===== config.mk =====
export PLATFORM = sky130hd
export DESIGN_NAME = datapath_sequencer
export DESIGN_NICKNAME = d
export VERILOG_FILES = /design/src/rtl/seq_pkg.sv /design/src/rtl/instr_decoder.sv /design/src/rtl/datapath_sequencer.sv
export SDC_FILE = /design/constraint.sdc
export NUM_CORES = 1
export LEC_CHECK = 0
export CAP_MARGIN = 20
export CORE_MARGIN = 5
export CORE_UTILIZATION = 25
export DETAILED_ROUTE_END_ITERATION = 8
export GPL_TIMING_DRIVEN = 0
export HOLD_SLACK_MARGIN = 0.06
export PLACE_DENSITY_LB_ADDON = 0.15
export SYNTH_ARGS = -nofsm -noshare
export SYNTH_HDL_FRONTEND = slang
export SYNTH_HIERARCHICAL = 1
export SYNTH_SLANG_ARGS = --single-unit

===== constraint.sdc =====
create_clock -name clk -period 1.5 [get_ports clk]
set_input_delay 0.3 -clock clk [delete_from_list [all_inputs] [get_ports clk]]
set_output_delay 0.3 -clock clk [all_outputs]
set_load 0.01 [all_outputs]

===== src/rtl/seq_pkg.sv =====
// Shared encodings for the datapath sequencer: instruction fields, opcodes,
// FSM states and the decoded-instruction bundle.
package seq_pkg;

   localparam int INSTR_W = 16;
   localparam int IDX_W   = 3;

   localparam int OPC_HI = 15, OPC_LO = 13;
   localparam int OP_HI  = 12, OP_LO  = 11;
   localparam int RN_HI  = 10, RN_LO  = 8;
   localparam int RD_HI  = 7,  RD_LO  = 5;
   localparam int SH_HI  = 4,  SH_LO  = 3;
   localparam int RM_HI  = 2,  RM_LO  = 0;
   localparam int IMM_HI = 7,  IMM_LO = 0;

   localparam logic [2:0] OPC_MOV = 3'b110;
   localparam logic [2:0] OPC_ALU = 3'b101;

   localparam logic [1:0] OP_ADD    = 2'b00;
   localparam logic [1:0] OP_CMP    = 2'b01;
   localparam logic [1:0] OP_AND    = 2'b10;
   localparam logic [1:0] OP_MVN    = 2'b11;
   localparam logic [1:0] OP_MOVIMM = 2'b10;
   localparam logic [1:0] OP_MOVREG = 2'b00;

   typedef enum logic [2:0] {
      S_IDLE,
      S_DECODE,
      S_WRIMM,
      S_GETA,
      S_GETB,
      S_EXEC,
      S_WRC,
      S_DONE
   } state_t;

   typedef struct packed {
      logic [IDX_W-1:0] rn;
      logic [IDX_W-1:0] rd;
      logic [IDX_W-1:0] rm;
      logic [1:0]       op;
      logic [1:0]       sh;
      logic             is_movimm;
      logic             is_movreg;
      logic             is_alu;
      logic             is_cmp;
      logic             is_mvn;
      logic             illegal;
   } dec_t;

endpackage


===== src/rtl/instr_decoder.sv =====
// Pure combinational decode of the latched instruction word into register
// fields, class flags and the sign-extended 8-bit immediate.
module instr_decoder
   import seq_pkg::*;
#(
   parameter int DATA_W = 16
) (
   input  logic [INSTR_W-1:0] ir,
   output dec_t               dec,
   output logic [DATA_W-1:0]  sximm8
);

   logic [2:0] opcode;
   logic [1:0] op;
   logic       is_mov_grp;
   logic       is_alu_grp;

   assign opcode     = ir[OPC_HI:OPC_LO];
   assign op         = ir[OP_HI:OP_LO];
   assign is_mov_grp = (opcode == OPC_MOV);
   assign is_alu_grp = (opcode == OPC_ALU);

   assign dec.rn        = ir[RN_HI:RN_LO];
   assign dec.rd        = ir[RD_HI:RD_LO];
   assign dec.rm        = ir[RM_HI:RM_LO];
   assign dec.op        = op;
   assign dec.sh        = ir[SH_HI:SH_LO];
   assign dec.is_movimm = is_mov_grp && (op == OP_MOVIMM);
   assign dec.is_movreg = is_mov_grp && (op == OP_MOVREG);
   assign dec.is_alu    = is_alu_grp;
   assign dec.is_cmp    = is_alu_grp && (op == OP_CMP);
   assign dec.is_mvn    = is_alu_grp && (op == OP_MVN);
   // MOV with op 01/11 and every other opcode fall through to illegal.
   assign dec.illegal   = !(dec.is_movimm || dec.is_movreg || is_alu_grp);

   assign sximm8 = {{(DATA_W-8){ir[IMM_HI]}}, ir[IMM_HI:IMM_LO]};

endmodule


===== src/rtl/datapath_sequencer.sv =====
// Multi-cycle Moore controller that walks the register-file/ALU datapath
// through one instruction per start/ready handshake.
module datapath_sequencer
   import seq_pkg::*;
#(
   parameter int DATA_W = 16,
   parameter int REG_W  = 3
) (
   input  logic                clk,
   input  logic                reset_n,
   input  logic                start,
   input  logic [INSTR_W-1:0]  instr,
   output logic                ready,
   output logic                done,
   output logic                err,
   output logic [REG_W-1:0]    readnum,
   output logic [REG_W-1:0]    writenum,
   output logic                write,
   output logic                vsel,
   output logic                loada,
   output logic                loadb,
   output logic                asel,
   output logic                bsel,
   output logic [1:0]          shift,
   output logic [1:0]          ALUop,
   output logic                loadc,
   output logic                loads,
   output logic [DATA_W-1:0]   datapath_in
);

   state_t               state, state_nxt;
   logic [INSTR_W-1:0]   ir;
   logic [REG_W-1:0]     readnum_q, writenum_q;
   dec_t                 dec;

   instr_decoder #(.DATA_W(DATA_W)) u_dec (
      .ir     (ir),
      .dec    (dec),
      .sximm8 (datapath_in)
   );

   // Register indices keep their last driven value between the states
   // that drive them, so they are echoed back through a holding register.
   always_ff @(posedge clk or negedge reset_n) begin
      if (!reset_n) begin
         state      <= S_IDLE;
         ir         <= '0;
         readnum_q  <= '0;
         writenum_q <= '0;
      end else begin
         state      <= state_nxt;
         readnum_q  <= readnum;
         writenum_q <= writenum;
         if (state == S_IDLE && start)
            ir <= instr;
      end
   end

   always_comb begin
      state_nxt = state;
      ready     = 1'b0;
      done      = 1'b0;
      err       = 1'b0;
      readnum   = readnum_q;
      writenum  = writenum_q;
      write     = 1'b0;
      vsel      = 1'b0;
      loada     = 1'b0;
      loadb     = 1'b0;
      asel      = 1'b0;
      bsel      = 1'b0;
      shift     = 2'b00;
      ALUop     = 2'b00;
      loadc     = 1'b0;
      loads     = 1'b0;

      case (state)
         S_IDLE: begin
            ready = 1'b1;
            if (start)
               state_nxt = S_DECODE;
         end
         S_DECODE: begin
            if (dec.illegal)
               state_nxt = S_DONE;
            else if (dec.is_movimm)
               state_nxt = S_WRIMM;
            else if (dec.is_movreg || dec.is_mvn)
               state_nxt = S_GETB;
            else
               state_nxt = S_GETA;
         end
         S_WRIMM: begin
            writenum  = dec.rn;
            vsel      = 1'b1;
            write     = 1'b1;
            state_nxt = S_DONE;
         end
         S_GETA: begin
            readnum   = dec.rn;
            loada     = 1'b1;
            state_nxt = S_GETB;
         end
         S_GETB: begin
            readnum   = dec.rm;
            loadb     = 1'b1;
            state_nxt = S_EXEC;
         end
         S_EXEC: begin
            // Single-operand ops zero A so the ALU passes or inverts B.
            shift     = dec.sh;
            loadc     = 1'b1;
            asel      = dec.is_movreg || dec.is_mvn;
            ALUop     = dec.is_movreg ? 2'b00 : dec.op;
            loads     = dec.is_cmp;
            state_nxt = dec.is_cmp ? S_DONE : S_WRC;
         end
         S_WRC: begin
            writenum  = dec.rd;
            write     = 1'b1;
            state_nxt = S_DONE;
         end
         S_DONE: begin
            done      = 1'b1;
            err       = dec.illegal;
            state_nxt = S_IDLE;
         end
         default: state_nxt = S_IDLE;
      endcase
   end

endmodule

Word level (Yosys, flattened, before mapping)
Cells that the tools add are included.
W data, S select, Z words.
- eq/ne operators: 13
- mux-type cells: 21
- reduce and logical (&&, ||, !) cells: 12
- operators with widths (kind ; number):
    $pmux W3 S7 ; 1
    $eq A3 B3 Y1 const B ; 6
    $mux W3 ; 4
    $pmux W3 S2 ; 2
    $mux W1 ; 11
    $eq A3 B2 Y1 const B ; 2
    $mux W2 ; 3
    $logic_and A1 B1 Y1 ; 5
    $eq A2 B2 Y1 const B ; 2
    $eq A3 B1 Y1 const B ; 1
    $logic_not A3 Y1 ; 1
    $logic_or A1 B1 Y1 ; 3
    $eq A2 B1 Y1 const B ; 1
    $logic_not A2 Y1 ; 1
    $ne A2 B2 Y1 const B ; 1
    $reduce_or A2 Y1 ; 1
    $logic_not A1 Y1 ; 1
- word-level logic and storage cells: 50
- output and inout bits: 37
- register bits after elaboration: 25
- input port bits: 19

Logic depth before layout (Yosys ltp)
- word-level depth: 7
- gate-level depth with buffers: 6
- depth with buffers taken out: 5

Modules after synthesis
The synthesis kept the hierarchy.
- by module, submodules not included (module ; times used ; area each (um^2) ; cells an instance ; sequential area each (um^2)):
    datapath_sequencer ; 1 ; 1236.2 ; 97 ; 625.6
    instr_decoder ; 1 ; 280.3 ; 37 ; 0.0

Least setup slack after synthesis
OpenSTA, ideal clock, no wires.
- kind: flip-flop to flip-flop
- start: reg state[1]
- end: reg ir[10]
- period minus slack after synthesis: 1.562 ns
- data required time: 1.375 ns
- path buffers: 3
- arrival: 1.436 ns
- slack: -0.062 ns
- cell stages (with the launch flop): 7
- path through: dfrtp_1 > buf_6 > nor3_4 > and2_4 > buf_8 > buf_12 > mux2_4
- longest elaborated chain between the ends: 2
- RTL lines (item ; RTL line ; source):
    from (decl) ; datapath_sequencer.sv:31 ; state_t state, state_nxt;
    from (signal assigned) ; datapath_sequencer.sv:51 ; state <= state_nxt;
    $logic_not A3 Y1 ; datapath_sequencer.sv:54 ; if (state == S_IDLE && start)
    $logic_and A1 B1 Y1 ; datapath_sequencer.sv:54 ;
    to (signal assigned) ; datapath_sequencer.sv:55 ; ir <= instr;
    to (decl) ; datapath_sequencer.sv:32 ; logic [INSTR_W-1:0] ir;
No other way between the ends.
A chain may end at the register's enable or synchronous reset.

Worst setup path in the final report
- start: reg state[0]
- end: out readnum[0]
- longest elaborated chain between the ends: 2
- RTL lines (item ; RTL line ; source):
    $eq A3 B3 Y1 or $eq A3 B2 Y1 (tied branches) ; datapath_sequencer.sv:77 ; case (state)
    $pmux W3 S2 (*) ; datapath_sequencer.sv:77 ;
    to (decl) ; datapath_sequencer.sv:16 ; output logic [REG_W-1:0] readnum,
Mark *: on every way between the ends. The rest lies on a longest branch, timed or not.

==> flow_summary.toml <==
[placed_design]
dpl-instance-area_sq_um = 2160
gp_routability_congestion = 0.717
dp_slack_ns = -0.537
placed_cells = 263
port_buffers = 54
dp_hpwl_um = 2760

[power_and_ir_drop]
static-leakage-power_nw = 1.28
ir_drop_v = 0.000846
power.density_cell_area_nw_per_um2 = 2060

[timing]
timing.final.crit_share_pct = 126
fmaxAchievable_mhz = 529
worst_slack_ns = -0.390
hold_slack_ns = 0.363
final.min_clock_period_ns = 1.89
setup_viol = 36
skew_ns = 0.00526
slew-limit-headroom_pct = 65.1
tightestPinTransition_ns = 0.522
report.final.slew_viol_count = 0
grt_setup_unrepaired = "true"
hold_violations = 0

[die]
die_area_sq_um = 7690
rows = 28
coreArea_sq_um = 5890
x_dimension_of_the_die_um = 87.7
die_height_um = 87.7
io_pins = 56
initial_utilization_pct = 25.6

[routing]
postRouteAntennaNets = 0
first_iter_violations = 32
drcViolationCount = 0
detail_route.wirelength_um = 4090
detail_route.first_pass.iterations = 4
drt-vias-per-instance = 4.12
routedWlPerCell_um = 13.7
routed-via-count = 1232

[finish]
number_of_diodes = 0
layout.cells.most_common = "sky130_fd_sc_hd__buf_4"
layout-drive-gt1-share_pct = 66.5
top_library_cells_by_usage_in_the_layout_fill_and_taps_aside = "sky130_fd_sc_hd__buf_4 (55), sky130_fd_sc_hd__dfrtp_1 (23), sky130_fd_sc_hd__buf_6 (19), sky130_fd_sc_hd__clkdlybuf4s50_1 (18), sky130_fd_sc_hd__mux2_4 (15)"
finalInstanceArea_sq_um = 2560
layout_area_growth_over_synthesis_pct = 69.7
final-instance-count-excl-fill = 299
post-route-util_pct = 43.5
design.final.nets = 244

[global_routing]
first_global_vias = 1346
grt_remaining_overflow = 0
grt_antenna_before_repair = 0
grt_busiest_layer = "met2"
largest_net_degree_at_the_start_of_global_routing = 17
global_route.usage.met3_pct = 1.22
use_met1_pct = 12.8
wire_length_of_the_first_global_routing_pass_um = 6450
grt_usage_pct = 10.8
met2_usage_pct = 19.7

[yosys]
syn_area_sq_um = 1510
postSynthCellCount = 133
synth_nets = 152
synth.avg_cell_area_sq_um = 11.3
yosys_warnings = 6

[clocking]
clk_transition_reported_paths_ns = 0.09
clock_insertion_delay_worst_skew_ns = 0.27
clock_tree.htree_level_count = 1
clock_sink_count = 25
tritoncts.num_buffers = 3
cts_tree = "built"
clockBufferDepth = 2
clockRootBuffer = "sky130_fd_sc_hd__clkbuf_8"

[worst_setup_path]
buffers_and_inverters_on_the_worst_path = 3
setup.worst_path.start_class = "register"
critPathSlowestCell = "sky130_fd_sc_hd__dfrtp_1"
crit-reg2reg-launch = "state[0]"
cell_chain_of_the_critical_path = "buf_6 -> nor3b_4 -> buf_4 -> a22o_1 -> a21o_1 -> buf_2"
crit_fanout = 6
timing.critical_path.required_ns = 1.20
crit_arrival_ns = 1.59
critical_path.endpoint_type = "output port"
slowest_delay_ns = 0.40
timing.critical_path.from = "state[0]"
kind_of_cell_adding_the_most_delay_to_the_critical_path = "buffers and inverters"
path_class = "reg -> out"

[outcome]
failed_checks = "setup timing"
status = "complete, but fails checks"

[flow_run]
drv_cap = 0

[hold_path]
hold_path.class = "in -> async"
==> metrics by stage <==
stage | power [mW] | TNS (ns)
2_1_floorplan | 2.92 | -0.615
3_3_place_gp | 4.09 | -14.91
3_5_place_dp | 4.14 | -9.84
4_1_cts | 5.01 | -5.65
5_1_grt | 5.64 | -9.74
6_report | 5.27 | -7.67
==> registers in the layout (all words and copies together) (netlist names) <==
name,flops
ir,16
state,3
readnum_q,3
writenum_q,3
==> metal layers <==
metal / wire (um) / share of wire, % / vias to the layer above
met2: 2260 / 55 / 25
met1: 1680 / 41 / 601
met3: 123 / 3.0 / 2
met4: 26 / 0.64 / 0
li1: - / - / 604
met5: 0 / 0 / -
==> worst register-to-register path, cell delays in order (launching register included) <==
cell	delay (ns)
sky130_fd_sc_hd__dfrtp_1	0.40
sky130_fd_sc_hd__buf_6	0.14
sky130_fd_sc_hd__buf_4	0.14
sky130_fd_sc_hd__nor3_4	0.18
sky130_fd_sc_hd__and2_4	0.21
sky130_fd_sc_hd__buf_12	0.12
sky130_fd_sc_hd__buf_12	0.11
sky130_fd_sc_hd__mux2_4	0.30
==> layout make-up <==
| class | instances | area, sq um |
|---|---|---|
| inverter | 2 | 10.0 |
| clock inverter | 1 | 5.00 |
| sequential | 25 | 628 |
| clock buffer | 3 | 41.3 |
| tap | 75 | 93.8 |
| fill | 568 | 3320 |
| buffer | 33 | 268 |
| multi-input combinational | 70 | 729 |
| timing repair buffer | 90 | 786 |
==> path summary, 6_finish.rpt <==
check / slack (ns) / to / cells past startpoint
max: -0.39 / readnum[0] / 6
min: 0.36 / ir[15] / 1
max reg2reg: -0.20 / ir[6] / 7
min reg2reg: 0.48 / writenum_q[2] / 2
max in group asynchronous: 0.62 / ir[7] / 2
min in group clk: 0.48 / writenum_q[2] / 2
==> power by group <==
part	switching [mW]	internal [mW]	total [mW]
Clock	0.225	0.186	0.411
Sequential	0.207	0.998	1.20
Combinational	1.40	2.25	3.65
==> timing repair <==
action | in CTS | in global routing
endpoints found under the setup margin | 47 | 49
cloned | 2 | 0
hold endpoints to repair | 0 | 0
resized for setup | 151 | 29
hold buffers | 0 | 0
setup buffers | 26 | 12
pin swaps | 16 | 15
(Power assumes the default switching activity.)
==> RTL change 1, RTL diff (config.mk and constraints unchanged) <==
Re-encode `state_t` (8 states) as one-hot, 8 bits wide.
--- a/src/rtl/seq_pkg.sv
+++ b/src/rtl/seq_pkg.sv
@@ -23,15 +23,15 @@
    localparam logic [1:0] OP_MOVIMM = 2'b10;
    localparam logic [1:0] OP_MOVREG = 2'b00;
 
-   typedef enum logic [2:0] {
-      S_IDLE,
-      S_DECODE,
-      S_WRIMM,
-      S_GETA,
-      S_GETB,
-      S_EXEC,
-      S_WRC,
-      S_DONE
+   typedef enum logic [7:0] {
+      S_IDLE   = 8'b00000001,
+      S_DECODE = 8'b00000010,
+      S_WRIMM  = 8'b00000100,
+      S_GETA   = 8'b00001000,
+      S_GETB   = 8'b00010000,
+      S_EXEC   = 8'b00100000,
+      S_WRC    = 8'b01000000,
+      S_DONE   = 8'b10000000
    } state_t;
 
    typedef struct packed {
Formal check against the unedited RTL: no difference found for any inputs over 10 cycles, from zero or initial values and one cycle with reset_n low; not proved beyond that.
==> RTL change 1 against the unedited design <==
  * The run still ends with negative setup slack left
  * Total power shrank 12%
  * Final area grew 13%
  * Routed wire length grew 18%
  * Critical path depth shrank 1
  * Sequential cell count grew 5
  * Worst setup slack lost 0.47 ns
  * Combinational power shrank 28%
  * Area after synthesis grew 11%
  * Largest cell class unchanged
  * Highest routed layer unchanged
==> RTL change 1: results (changes against the unedited design) <==
| Result | This run | vs unedited |
| --- | --- | --- |
| Crit Path Max Fanout | 5 | was 6 |
| Met3 demand-to-capacity share in global routing | 2.86% | was 1.22% |
| Total negative setup slack | -20.93 ns | was -7.67 ns |
| Nets | 277 | was 244 |
| Critical Path Slowest Stage Cell | sky130_fd_sc_hd__or4_4 | was sky130_fd_sc_hd__dfrtp_1 |
| Non-filler instance count after layout | 334 | was 299 |
| Placed cell areas | 2390 um^2 | was 2160 um^2 |
| Cell leakage power | 1.43 nW | was 1.28 nW |
| H-tree depth | 2 | was 1 |
| Dpl cells | 287 | was 263 |
| Combined global-route utilization of all metal layers | 11.2% | was 10.8% |
| Placement-stage worst setup slack | -1.16 ns | was -0.537 ns |
| Final GP Congestion | 0.759 | was 0.717 |
| Data arrival, critical path | 2.06 ns | was 1.59 ns |
| Via count of the first global-routing pass | 1,472 | was 1,346 |
| Clock buffer count from CTS | 5 | was 3 |
| Routed via count divided by cell count | 4.47 | was 4.12 |
| Worst path top cell family by delay | simple AND/OR/NAND/NOR gates | was buffers and inverters |
| Worst setup slack for register-to-register paths | -0.57 ns | was -0.20 ns |
| GR Layer Usage met1 | 14.0% | was 12.8% |
| Setup violations, final | 47 | was 36 |
| DR iter-0 viols | 109 | was 32 |
| Failing checks | negative setup slack | unchanged |
| Crit path to | writenum[1] | was readnum[0] |
| Actual slew at the worst max-slew pin | 0.705 ns | was 0.522 ns |
| Worst clock skew | 0.00513 ns | was 0.00526 ns |
| Number of nets in the synthesized netlist | 175 | was 152 |
| Origin of the critical flop-to-flop path | state[1]$_DFFE_PN0P_ | was state[0]$_DFFE_PN0P_ |
| Antenna diode instance count | 0 | unchanged |
| Final critical-path setup slack | -0.862 ns | was -0.390 ns |
| GR met2 Demand/Resource | 18.7% | was 19.7% |
| Largest incremental delay on the critical path | 0.58 ns | was 0.40 ns |
| Largest net degree at the start of global routing | 31 | was 17 |
| Clock transition at the register clock pins on the worst setup and hold paths after CTS | 0.06 ns | was 0.09 ns |
| Synth Instances | 156 | was 133 |
| Critical Path Start | state[1]$_DFFE_PN0P_ | was state[0]$_DFFE_PN0P_ |
| Run status | complete, but fails checks | unchanged |
| Placed wire-length estimate | 3000 um | was 2760 um |
-- RTL change 1: cell type report --
cell class | instances | area [um^2]
inverter | 3 | 13.8
buffer | 33 | 263
timing repair buffer | 96 | 851
tap | 77 | 96.3
multi-input combinational | 89 | 827
clock buffer | 6 | 82.6
sequential | 30 | 757
fill | 635 | 3570
-- RTL change 1: where the power goes --
group          total [mW]  internal (mW)  leakage [nW]  switching (mW)
logic                2.64           1.63          1.02            1.01
clock network       0.650          0.354        0.0431           0.297
registers            1.34           1.12         0.372           0.225
total                4.63           3.10          1.43            1.53
-- RTL change 1: routing by layer --
layer,part of all wire [%],up-vias
met5,0,-
met4,0.62,0
met3,5.2,2
met2,51,35
met1,43,739
li1,-,717
-- RTL change 1: timing repair --
action,CTS,global route
gates cloned,0,1
endpoints found under the setup margin,64,56
resized for setup,127,45
setup buffers,28,16
pin swaps,11,9
==> RTL change 2, RTL diff (same flow settings) <==
Made on the original files. Reset style: synchronous (`reset_n`), changed in one clocked block.
--- a/src/rtl/datapath_sequencer.sv
+++ b/src/rtl/datapath_sequencer.sv
@@ -41,7 +41,7 @@
 
    // Register indices keep their last driven value between the states
    // that drive them, so they are echoed back through a holding register.
-   always_ff @(posedge clk or negedge reset_n) begin
+   always_ff @(posedge clk) begin
       if (!reset_n) begin
          state      <= S_IDLE;
          ir         <= '0;
Behaviour: differs if reset_n is asserted again (counterexample within 4 cycles, from zero or initial values and one cycle with reset_n low); with reset_n held inactive, the same outputs for 10 cycles.
==> RTL change 2 against the unedited design <==
  * The run still ends with negative setup slack left
  * Final area decreased by 3.5%
  * Sequential cell count stayed put
  * Routed wire length is 8.0% higher
  * Synthesized cell count rose by 37%
  * Area after synthesis rose by 1.1%
  * Worst setup slack improved by 0.060 ns
  * Via count up 18%
  * Critical path type unchanged
  * Largest cell class unchanged
Power is not compared: it rests on default switching activity, and its combinational part moved more than twofold at a synthesized area within 25%.
==> RTL change 2: results (changes against the unedited design) <==
| Result | This run | vs unedited |
| --- | --- | --- |
| Yosys warns | 6 | unchanged |
| Clock buffer count from CTS | 3 | unchanged |
| Hold WC Path Type | primary input to flip-flop | was primary input to async pin |
| Worst clock skew | 0.0118 ns | was 0.00526 ns |
| Antenna diode instance count | 0 | unchanged |
| Final GP Congestion | 0.737 | was 0.717 |
| Placement-stage worst setup slack | -0.499 ns | was -0.537 ns |
| Antenna violations before repair | 0 | unchanged |
| IO Port Bufs | 53 | was 54 |
| H-tree depth | 1 | unchanged |
| Average wire per standard cell | 13.3 um | was 13.7 um |
| Max reg flops | 16 | unchanged |
| Run status | complete, but fails checks | unchanged |
| Number of filler cells placed in the layout | 614 | was 568 |
| Data arrival, critical path | 1.53 ns | was 1.59 ns |
| Layout cell share with drive strength beyond 1 | 49.4% | was 66.5% |
| Nets | 277 | was 244 |
| Failing checks | negative setup slack | unchanged |
| Routed via count divided by cell count | 4.36 | was 4.12 |
| Cell leakage power | 1.15 nW |  |
| Setup violations, final | 19 | was 36 |
| Combined global-route utilization of all metal layers | 11.5% | was 10.8% |
| Cell chosen for the clock root | sky130_fd_sc_hd__clkbuf_8 | unchanged |
| Clock transition at the register clock pins on the worst setup and hold paths after CTS | 0.10 ns |  |
| Actual slew at the worst max-slew pin | 0.521 ns | was 0.522 ns |
| Clock latency at the later pin of the worst-skew pair | 0.27 ns | about the same |
| Most flops, register | ir | unchanged |
| Number of nets in the synthesized netlist | 201 | was 152 |
| DR iter-0 viols | 46 | was 32 |
| Global-route wire length before repair | 7070 um | was 6450 um |
| DRC violations left | 0 | unchanged |
| Crit Path Max Fanout | 11 | was 6 |
| CTS Buffer Depth | 2 | unchanged |
| Final critical-path setup slack | -0.330 ns | was -0.390 ns |
| Via count of the first global-routing pass | 1,439 | was 1,346 |
| Largest net degree at the start of global routing | 15 | was 17 |
| Placed wire-length estimate | 3150 um | was 2760 um |
| IR Drop Worst-Case VDD | 500 uV |  |
| Number of iterations in the first detailed-routing pass | 4 | unchanged |
| Placed cell areas | 2160 um^2 | about the same |
-- RTL change 2: cell count changes in the layout (fill, tap and decap cells not counted), moves of 14 or more --
cell | unedited run | this run
sky130_fd_sc_hd__dfrtp_1 | 23 | 0
sky130_fd_sc_hd__nand3_1 | 0 | 16
sky130_fd_sc_hd__o21ai_1 | 1 | 17
sky130_fd_sc_hd__mux2_4 | 15 | 0
sky130_fd_sc_hd__dfxtp_1 | 0 | 14
sky130_fd_sc_hd__nand2_1 | 3 | 17
-- RTL change 2: path summary, 6_finish.rpt --
check	startpoint	cells after the start	slack, ns	to
max	state[0]$_SDFFE_PN0P_	5	-0.33	readnum[2]
min	reset_n	3	0.45	ir[0]$_SDFFE_PN0P_
max reg2reg	ir[13]$_SDFFE_PN0P_	5	-0.16	state[0]$_SDFFE_PN0P_
min reg2reg	ir[9]$_SDFFE_PN0P_	2	0.45	ir[9]$_SDFFE_PN0P_
-- RTL change 2: timing repair --
item	4_1_cts	5_1_grt
buffers inserted	12	5
cloned	2	0
setup endpoints to repair	37	26
resized for setup	129	30
pin swaps	14	7
hold endpoints to repair	0	0
-- RTL change 2: final cells by class --
cell class                      instances  area, um^2  share of cell area (%)
Clock inverter                          1        5.00                   0.202
Inverter                                5        25.0                    1.01
Sequential cell                        25         519                    21.0
Timing Repair Buffer                   71         626                    25.3
Multi-Input combinational cell        111         857                    34.7
Tap cell                               75        93.8                    3.80
Buffer                                 41         305                    12.3
Clock buffer                            3        41.3                    1.67
-- RTL change 2: critical path, cell delays in order, from the launching register on --
cell                      delay, ns
sky130_fd_sc_hd__dfxtp_2       0.34
sky130_fd_sc_hd__buf_6         0.14
sky130_fd_sc_hd__or3b_4        0.44
sky130_fd_sc_hd__o32ai_4       0.13
sky130_fd_sc_hd__nor2_2        0.06
sky130_fd_sc_hd__buf_2         0.14
-- RTL change 2: layer usage --
layer,track usage (%),share of wire (%),vias to the layer above
li1,-,-,751
met1,15.7,45,670
met2,18.6,49,25
met3,2.63,4.8,2
met4,2.47,0.66,0
met5,0,0,-
-- RTL change 2: power by group --
part	total [mW]	internal, mW	leakage (nW)	switching (mW)
registers	0.805	0.744	0.210	0.0605
clock network	0.408	0.186	0.0255	0.222
logic	0.952	0.534	0.916	0.418
total	2.16	1.46	1.15	0.700
-- RTL change 2: through the flow --
step	instances	hold WS, ns	power (mW)	utilization (%)	setup TNS [ns]
6_report	332	0.450	2.16	41.8	-4.14
3_5_place_dp	310	0.443	1.64	36.4	-9.23
2_1_floorplan	182	0.429	1.29	-	0
5_1_grt	332	0.471	2.31	41.8	-5.45
3_3_place_gp	310	0.440	1.64	36.4	-9.47
4_1_cts	327	0.456	2.12	39.2	-4.19
